<file path="src/rtl/pattern_tx_0011.sv">
// Framed serial transmitter: sync pattern 0011, MSB-first payload, optional parity, guard bit.
// Define PATTERN_TX_PARITY_EN to insert an even-parity bit between payload and guard.
module pattern_tx_0011 #(
  parameter int DATA_W = 8,
  parameter int DIV    = 4
) (
  input  logic              clk,
  input  logic              rst,
  input  logic              start,
  input  logic [DATA_W-1:0] data_in,
  output logic              ready,
  output logic              w,
  output logic              busy,
  output logic              bit_tick,
  output logic              done
);

  typedef enum logic [2:0] {
    IDLE,
    SYNC,
    DATA,
`ifdef PATTERN_TX_PARITY_EN
    PAR,
`endif
    GUARD
  } state_t;

  localparam logic [15:0] CNT_LAST  = 16'(DIV - 1);
  localparam logic [3:0]  IDX_LAST  = 4'(DATA_W - 1);
  localparam logic [3:0]  SYNC_LAST = 4'd3;

  state_t            state, state_n;
  logic [15:0]       cnt, cnt_n;
  logic [3:0]        idx, idx_n;
  logic [DATA_W-1:0] shreg, shreg_n;
  logic              w_n, done_n;
`ifdef PATTERN_TX_PARITY_EN
  logic              par, par_n;
`endif

  always_ff @(posedge clk or posedge rst) begin
    if (rst) begin
      state <= IDLE;
      cnt   <= '0;
      idx   <= '0;
      shreg <= '0;
      w     <= 1'b1;
      done  <= 1'b0;
`ifdef PATTERN_TX_PARITY_EN
      par   <= 1'b0;
`endif
    end else begin
      state <= state_n;
      cnt   <= cnt_n;
      idx   <= idx_n;
      shreg <= shreg_n;
      w     <= w_n;
      done  <= done_n;
`ifdef PATTERN_TX_PARITY_EN
      par   <= par_n;
`endif
    end
  end

  // w is registered: the value chosen here is the bit for the period that starts next cycle
  always_comb begin
    state_n = state;
    cnt_n   = cnt;
    idx_n   = idx;
    shreg_n = shreg;
    w_n     = w;
    done_n  = 1'b0;
`ifdef PATTERN_TX_PARITY_EN
    par_n   = par;
`endif
    case (state)
      IDLE: begin
        w_n = 1'b1;
        if (start) begin
          shreg_n = data_in;
`ifdef PATTERN_TX_PARITY_EN
          par_n   = ^data_in;
`endif
          cnt_n   = CNT_LAST;
          idx_n   = '0;
          w_n     = 1'b0;
          state_n = SYNC;
        end
      end
      default: begin
        if (cnt != '0) begin
          cnt_n = cnt - 16'd1;
        end else begin
          cnt_n = CNT_LAST;
          idx_n = '0;
          case (state)
            SYNC: begin
              if (idx == SYNC_LAST) begin
                state_n = DATA;
                w_n     = shreg[DATA_W-1];
                shreg_n = shreg << 1;
              end else begin
                idx_n = idx + 4'd1;
                w_n   = (idx >= 4'd1);
              end
            end
            DATA: begin
              if (idx == IDX_LAST) begin
`ifdef PATTERN_TX_PARITY_EN
                state_n = PAR;
                w_n     = par;
`else
                state_n = GUARD;
                w_n     = 1'b1;
`endif
              end else begin
                idx_n   = idx + 4'd1;
                w_n     = shreg[DATA_W-1];
                shreg_n = shreg << 1;
              end
            end
`ifdef PATTERN_TX_PARITY_EN
            PAR: begin
              state_n = GUARD;
              w_n     = 1'b1;
            end
`endif
            GUARD: begin
              state_n = IDLE;
              w_n     = 1'b1;
              done_n  = 1'b1;
              cnt_n   = '0;
            end
            default: begin
              state_n = IDLE;
              w_n     = 1'b1;
              cnt_n   = '0;
            end
          endcase
        end
      end
    endcase
  end

  assign ready    = (state == IDLE);
  assign busy     = (state != IDLE);
  assign bit_tick = busy && (cnt == CNT_LAST);

endmodule

</file>
<file path="config.mk">
export PLATFORM = sky130hd
export DESIGN_NAME = pattern_tx_0011
export DESIGN_NICKNAME = d
export VERILOG_FILES = /design/src/rtl/pattern_tx_0011.sv
export SDC_FILE = /design/constraint.sdc
export NUM_CORES = 1
export LEC_CHECK = 0
export BUFFER_PORTS_ARGS = -buffer_cell sky130_fd_sc_hd__buf_2
export CELL_PAD_IN_SITES_DETAIL_PLACEMENT = 1
export CELL_PAD_IN_SITES_GLOBAL_PLACEMENT = 1
export CORE_ASPECT_RATIO = 0.6
export CORE_MARGIN = 5
export CORE_UTILIZATION = 40
export DETAILED_ROUTE_END_ITERATION = 10
export PLACE_DENSITY_LB_ADDON = 0.2
export SETUP_SLACK_MARGIN = 0.1
export SLEW_MARGIN = 30
export SYNTH_ARGS = -nofsm -noshare
export SYNTH_HDL_FRONTEND = slang
export SYNTH_SLANG_ARGS = --single-unit
</file>
<file path="constraint.sdc">
create_clock -name clk -period 5.7 [get_ports clk]
set_input_delay 0.285 -clock clk [delete_from_list [all_inputs] [get_ports clk]]
set_output_delay 0.285 -clock clk [all_outputs]
set_load 0.01 [all_outputs]
</file>
Yosys cells after proc, flatten, opt, wreduce, memory -nomap -nowiden --
Index checks and enable logic that the tools add are counted.
Storage, ports and cells: flip-flop bits (word level) 33, logic and storage cells 60
Cells by class: mux-type cells 31, add/subtract/negate cells 2, order comparisons 1, equality and inequality tests 11, reduce and logical (&&, ||, !) cells 9
Operators by type and width (number):
- 2-to-1 mux 16 bit | 3
- 2-to-1 mux 8 bit | 5
- 2-to-1 mux 4 bit | 5
- equality test 16 x 2 -> 1 bit (second input constant) | 1
- one-hot mux 8 bit (2 select lines) | 1
- nonzero test 16 bit | 1
- subtractor 16 x 1 -> 16 bit (second input constant) | 1
- 2-to-1 mux 3 bit | 5
- != test 3 bit (second input constant) | 3
- 2-to-1 mux 1 bit | 8
- one-hot mux 4 bit (2 select lines) | 1
- equality test 3 x 2 -> 1 bit (second input constant) | 2
- one-hot mux 3 bit (2 select lines) | 1
- nonzero test 3 bit | 2
- AND reduction 5 bit | 1
- adder 4 x 1 -> 4 bit (second input constant) | 1
- equality test 4 x 2 -> 1 bit (second input constant) | 1
- equality test 4 x 3 -> 1 bit (second input constant) | 1
- >= comparator 4 x 1 -> 1 bit (second input constant) | 1
- != test 2 bit (second input constant) | 2
- AND reduction 4 bit | 1
- equality test 3 x 1 -> 1 bit (second input constant) | 1
- logical NOT 3 bit | 1
- 2-to-1 mux 2 bit | 1
- 4 further kinds | 4

Longest topological paths before layout --
Gate-level depths: netlist (run 1).
depth after elaboration 5, mapped depth 9, depth with buffers taken out 6

Worst setup path before layout (run 1) --
OpenSTA, ideal clock, no wires.
path type flip-flop to flip-flop, start point register cnt[0], end point register shreg[1], cell stages (with the launch flop) 7, arrival 2.417 ns, path buffers 0, data required time 5.575 ns, slack 3.158 ns, cell sequence dfrtp_1 -> inv_1 -> ha_1 -> or4b_2 -> o41a_1 -> nor4b_4 -> mux2_2
On the way: word-level cells in the longest chain between the ends 3
RTL lines:
- start: declaration | RTL line 33 | logic [15:0] cnt, cnt_n;
- start signal: assignment | RTL line 54 | cnt <= cnt_n;
- nonzero test 16 bit | RTL line 91 | if (cnt != '0) begin
- != test 2 bit (no source line)
- AND reduction 5 bit (no source line)
- end signal: assignment | RTL line 56 | shreg <= shreg_n;
- end: declaration | RTL line 35 | logic [DATA_W-1:0] shreg, shreg_n;
No other way between the ends. A chain may end at the register's enable or synchronous reset.

Final worst setup path (run 1) --
start point register state[1], end point register shreg[4]
On the way: word-level cells in the longest chain between the ends 4, elaborated cells on any way between the ends 12
RTL lines:
- start: declaration | RTL line 32 | state_t state, state_n;
- start signal: assignment | RTL line 53 | state <= state_n;
- equality test 3 x 2 -> 1 bit / equality test 3 x 1 -> 1 bit (equally long branches) | RTL line 96 | case (state)
- one-hot mux 8 bit (2 select lines) | RTL line 96
- 2-to-1 mux 8 bit | RTL line 91
- 2-to-1 mux 8 bit | RTL line 76 | case (state)
Parallel ways exist; a longest one is shown, timed or not. The select of a mux whose other input is x is not followed.

==> impl_metrics.env, run 1 <==
export IMPL_die_w_um=101
export IMPL_synthArstFlopShare_pct=100
export IMPL_irDropWorstVdd_v=0.0000849
export IMPL_max_slew_margin_pct=40.8
export IMPL_pwr_share_comb_pct=2.0
export IMPL_clk_latency_ns=0.29
export IMPL_io_pins=16
export IMPL_cts_buffers=5
export IMPL_synthCells=203
export IMPL_nets=235
export IMPL_wl_um=5380
export IMPL_rsz0062_at_grt="no"
export IMPL_io_buffers=15
export IMPL_total_power_mw=0.434
export IMPL_arrival_ns=3.45
export IMPL_p_leak_nw=0.970
export IMPL_ctsHoldBuffers=0
export IMPL_vias=1654
export IMPL_status="finished, final reports clean"
export IMPL_drt_iter0_drc=54
export IMPL_htree_levels=2
export IMPL_grt_usage_pct=17.9
export IMPL_synth_flop_cell="dfrtp_1"
export IMPL_drc_errors=0
export IMPL_startpoint="state[1]"
export IMPL_p_sw_share_pct=21.6
export IMPL_fin_util_pct=47.1
export IMPL_synthTopCellsByCount="dfrtp_1, o21ai_0, mux2_2, clkbuf_1"
export IMPL_yosysUniqueCellTypes=43
export IMPL_cts_sinks=32
export IMPL_grt_start_max_net_pins=33
export IMPL_synth_seq_area_share_pct=40.7
export IMPL_fin_tns_setup_ns=0
export IMPL_hold_violations=0
export IMPL_fin_crit_sh_pct=57.7
export IMPL_netlist_area_sq_mm=0.00197
export IMPL_intPower_mw=0.340
export IMPL_synth_edf_count=0
export IMPL_max_stage_delay_ns=0.63
export IMPL_netSwitchingPower_mw=0.0940
export IMPL_coreArea_sq_mm=0.00466
export IMPL_worst_slew_pin_slew_ns=0.885
export IMPL_seqPwrFrac_pct=52.3
export IMPL_maxCapViolCount=0
export IMPL_drive_above_1_share_pct=20.1
export IMPL_synth_area_leaders="dfrtp_1, mux2_2, ha_1, o21ai_0, nor4_1"
export IMPL_fmax_ghz=0.304
export IMPL_synth_most_common_cell="dfrtp_1"
export IMPL_synth_nets=225
export IMPL_initial_core_util_pct=42.3
export IMPL_synth_warnings=0
export IMPL_dieArea_sq_mm=0.00648
export IMPL_hpwl_um=3940
export IMPL_cts_setup_buffers=0
export IMPL_path_clk_slew_ns=0.07
export IMPL_r2r_start="state[1]"
export IMPL_required_ns=5.86
export IMPL_syn_mean_instance_area_sq_um=9.71
export IMPL_vias_per_cell=5.97
export IMPL_clockRootBuffer="clkbuf_8"
export IMPL_grt_pass1_vias=1730
export IMPL_cts_resized=0
export IMPL_row_count=19
export IMPL_area_growth_synth_to_final_pct=11.4
export IMPL_end_kind="flip-flop"
export IMPL_final_area_sq_mm=0.00220
export IMPL_critPathKind="flip-flop to flip-flop"
export IMPL_setup_viol_count_final=0
export IMPL_antenna_found_initial=0
export IMPL_synth_seq_cells=32
export IMPL_period_minus_slack_ns=3.29
export IMPL_yosysTopAreaCell="dfrtp_1"
export IMPL_crit_path_max_fanout=20
export IMPL_finalMaxSlewViolations=0
export IMPL_post_dp_cell_area_sq_mm=0.00209
export IMPL_ant_nets=0
export IMPL_grt_overflow=0
export IMPL_power_frac_clock_pct=45.7
export IMPL_n_antenna_cell=0
export IMPL_dieHeight_um=64.4
export IMPL_grt_pass1_wl_um=8980
export IMPL_cts_tree="built"
export IMPL_drtPass1Iterations=4
export IMPL_fin_worst_skew_ns=0.00814
export IMPL_cts_buffer_depth=2
export IMPL_netlist_area_leader_share_pct=39.4
export IMPL_pwr_density_cell_mw_per_mm2=198
export IMPL_path_cells="inv_1 -> ha_1 -> clkinv_1 -> o41a_1 -> nor4b_4 -> mux2_2"
export IMPL_wl_per_cell_um=19.4
export IMPL_min_path_type="input pin to async pin"
export IMPL_slowest_stage="ha_1"
export IMPL_place_gp_congestion=0.834
export IMPL_startpoint_type="flip-flop"
[critical path: cells and delay by family (launching register included)]
kind                     cells  cell delay (ns)
buffers and inverters        2             0.57
flip-flops                   1             0.44
multiplexers                 1             0.42
adder cells (fa/ha/maj)      1             0.63
AND/OR/NAND/NOR              1             0.61
AO/OA/AOI/OAI                1             0.49
[metal layers]
layer,vias to the layer above,GRT usage (%),routed length [um]
met5,-,0,0
met4,0,5.21,60
met3,5,4.46,235
met2,25,27.6,2350
met1,839,24.9,2740
li1,785,-,-
[power groups by stage]
stage          clock [mW]  combinational [mW]  sequential [mW]
2_1_floorplan           0             0.00349            0.231
3_3_place_gp            0             0.00905            0.231
3_5_place_dp            0             0.00932            0.231
4_1_cts             0.203             0.00930            0.227
5_1_grt             0.211              0.0106            0.227
6_report            0.198             0.00889            0.227
[kinds of logic (layout without fill, tap and decap cells)]
| group | count (synthesis) | after routing | synth area share, % |
|---|---|---|---|
| AO/OA/AOI/OAI | 48 | 48 | 16.8 |
| buffers and inverters | 25 | 36 | 4.76 |
| flip-flops | 32 | 32 | 40.7 |
| adder cells (fa/ha/maj) | 11 | 11 | 6.98 |
| AND/OR/NAND/NOR | 69 | 69 | 20.8 |
| multiplexers | 18 | 18 | 9.97 |
[cell type report]
cell class	count	area [sq um]
Timing Repair Buffer	17	90.1
Multi-Input combinational cell	146	1080
Inverter	11	41.3
Clock buffer	8	100
Tap cell	63	78.8
Fill cell	543	2460
Sequential cell	32	802
[worst paths after layout]
| check | to | slack (ns) | depth (start not counted) |
|---|---|---|---|
| max | shreg[4] | 2.41 | 6 |
| min | cnt[7] | 0.08 | 3 |
| max reg2reg | shreg[4] | 2.41 | 6 |
| min reg2reg | cnt[14] | 0.51 | 1 |
| max in group asynchronous | w | 5.30 | 3 |
| min in group clk | w | 0.25 | 2 |
[cells in the final DEF, fill, tap and decap left out, drive strengths merged, types with 4 or more instances in the layout]
| cell type | n |
|---|---|
| nor3 | 9 |
| nand2 | 6 |
| mux2 | 13 |
| o21ai | 14 |
| ha | 11 |
| or3 | 4 |
| nor2 | 11 |
| nand3 | 10 |
| inv | 10 |
| dfrtp | 31 |
| clkbuf | 8 |
| a21oi | 6 |
| nor4 | 9 |
| mux2i | 5 |
| a31oi | 4 |
| nor3b | 4 |
| buf | 17 |
[metrics by stage]
stage	cells	hold WS, ns	setup slack [ns]
after global placement	269	0.391	2.62
after global routing	277	0.127	2.17
after detailed placement	269	0.406	2.47
after floorplan	203	0.356	3.16
after CTS	277	0.0922	2.41
final	277	0.0802	2.41
[sequential cells by signal, summed over array words and instances, names as in the netlist]
name   cells
cnt       16
idx        4
done       1
w          1
shreg      8
state      2
(Power assumes the default switching activity.)
==> inputs of run 2 (changes only) <==
clock period = 2.9 ns   (was 5.7 ns; I/O delays follow)
==> run 2 against run 1 <==
Net effect: global-route usage grew 0.38 points; sequential power up 96%; setup slack worse by 2.1 ns; critical path depth increased by 1; die area stayed put; critical path type unchanged; critical endpoint is now shreg[1]; highest routed layer unchanged.
==> impl_metrics.env, run 2 (synthesized netlist as in run 1, its figures left out) <==
export IMPL_fmax_ghz=0.389
export IMPL_worst_slew_pin_slew_ns=0.763
export IMPL_rsz0062_at_grt="no"
export IMPL_cts_buffers=5
export IMPL_dieArea_sq_mm=0.00648
export IMPL_arrival_ns=2.74
export IMPL_grt_start_max_net_pins=33
export IMPL_irDropWorstVdd_v=0.000217
export IMPL_path_clk_slew_ns=0.07
export IMPL_grt_pass1_vias=1784
export IMPL_n_antenna_cell=0
export IMPL_cts_buffer_depth=2
export IMPL_wl_per_cell_um=19.5
export IMPL_antenna_found_initial=0
export IMPL_area_growth_synth_to_final_pct=14.8
export IMPL_io_buffers=15
export IMPL_period_minus_slack_ns=2.57
export IMPL_place_gp_congestion=0.849
export IMPL_startpoint_type="flip-flop"
export IMPL_largest_register="cnt"
export IMPL_wl_um=5580
export IMPL_vias=1728
export IMPL_post_dp_cell_area_sq_mm=0.00214
export IMPL_p_leak_nw=1.01
export IMPL_hold_violations=0
export IMPL_initial_core_util_pct=42.3
export IMPL_final_common_cell="dfrtp_1"
export IMPL_vias_per_cell=6.04
export IMPL_setup_viol_count_final=0
export IMPL_fin_crit_sh_pct=88.6
export IMPL_cts_sinks=32
export IMPL_row_count=19
export IMPL_status="finished, final reports clean"
export IMPL_ant_nets=0
export IMPL_nets=244
export IMPL_final_area_sq_mm=0.00226
export IMPL_coreArea_sq_mm=0.00466
export IMPL_min_path_type="input pin to flip-flop"
export IMPL_end_kind="flip-flop"
export IMPL_required_ns=3.07
export IMPL_clockRootBuffer="clkbuf_8"
export IMPL_drtPass1Iterations=4
export IMPL_drive_above_1_share_pct=23.3
export IMPL_reg_largest_list="cnt (16), shreg (8), idx (4)"
export IMPL_die_w_um=101
export IMPL_fin_tns_setup_ns=0
export IMPL_htree_levels=2
export IMPL_clk_latency_ns=0.29
export IMPL_drc_errors=0
export IMPL_grt_overflow=0
export IMPL_grt_pass1_wl_um=9180
export IMPL_grt_usage_pct=18.3
export IMPL_cts_tree="built"
export IMPL_pwr_density_cell_mw_per_mm2=366
export IMPL_maxCapViolCount=0
export IMPL_max_slew_margin_pct=49.0
export IMPL_largest_reg_flops=16
export IMPL_drt_iter0_drc=99
export IMPL_critPathKind="flip-flop to flip-flop"
export IMPL_finalMaxSlewViolations=0
export IMPL_fin_worst_skew_ns=0.00530
export IMPL_dieHeight_um=64.4
export IMPL_crit_path_max_fanout=5
export IMPL_io_pins=16
export IMPL_final_cell_mix="dfrtp_1, buf_2, o21ai_0"
export IMPL_hpwl_um=4040
==> run 2: cell types whose count changed in the layout (fill, tap and decap cells not counted) <==
cell | before | now
buf_4 | 2 | 10
clkbuf_1 | 1 | 2
clkbuf_8 | 7 | 6
dlygate4sd3_1 | 0 | 1
ha_1 | 11 | 10
ha_2 | 0 | 1
inv_1 | 10 | 9
inv_2 | 0 | 1
or4b_2 | 1 | 0
or4b_4 | 0 | 1
==> run 2: metal layers <==
metal	track usage, %	vias to the layer above	routed length (um)
met1	25.6	872	2660
met3	4.46	8	282
li1	-	806	-
met5	0	-	0
met4	5.55	0	59
met2	28.0	42	2580
==> run 2: power breakdown <==
group | switching [mW] | internal (mW)
Sequential | 0 | 0.446
Combinational | 0.0120 | 0.00680
Clock | 0.169 | 0.194
Total | 0.181 | 0.647
==> run 2: per-stage QoR <==
| step | power (mW) | cells | util [%] | hold WS [ns] | setup slack [ns] |
|---|---|---|---|---|---|
| final | 0.827 | 286 | 48.5 | 0.110 | 0.330 |
| after floorplan | 0.462 | 203 | - | 0.216 | 0.358 |
| after global routing | 0.863 | 286 | 48.5 | 0.114 | 0.206 |
| after global placement | 0.472 | 275 | 45.9 | 0.250 | 0.197 |
| after CTS | 0.842 | 286 | 48.4 | 0.0864 | 0.152 |
| after detailed placement | 0.473 | 275 | 45.9 | 0.266 | 0.0663 |
==> run 2: final timing paths <==
kind / from / to / slack (ns) / cells after the start
min in group asynchronous: rst / cnt[7] / 0.48 / 4
worst min-delay path: start / w / 0.11 / 2
worst max register to register: cnt[1] / shreg[1] / 0.33 / 7
worst max-delay path: cnt[1] / shreg[1] / 0.33 / 7
max in group asynchronous: rst / w / 2.08 / 4
worst min register to register: shreg[5] / shreg[5] / 0.51 / 1
==> run 2: worst max-delay path, stage by stage (launching register included) <==
cell,delay [ns]
dfrtp_1,0.40
inv_1,0.11
ha_2,0.20
or4b_4,0.49
o41a_1,0.48
nor4b_4,0.25
buf_4,0.19
mux2_2,0.33
==> run 2: layout make-up <==
cell class / instances / area (sq um)
well taps: 63 / 78.8
inverters: 11 / 41.3
clock buffers: 8 / 90.1
fillers: 561 / 2400
repair buffers: 26 / 160
flip-flops and latches: 32 / 802
multi-input cells: 146 / 1090
==> run 2: timing repair <==
item / 4_1_cts / 5_1_grt
endpoints found under the setup margin: 7 / 7
setup buffers: 2 / 0
hold endpoints to repair: 31 / 0
hold buffers: 1 / 0
resized for setup: 0 / 3
pin swaps: 1 / 2
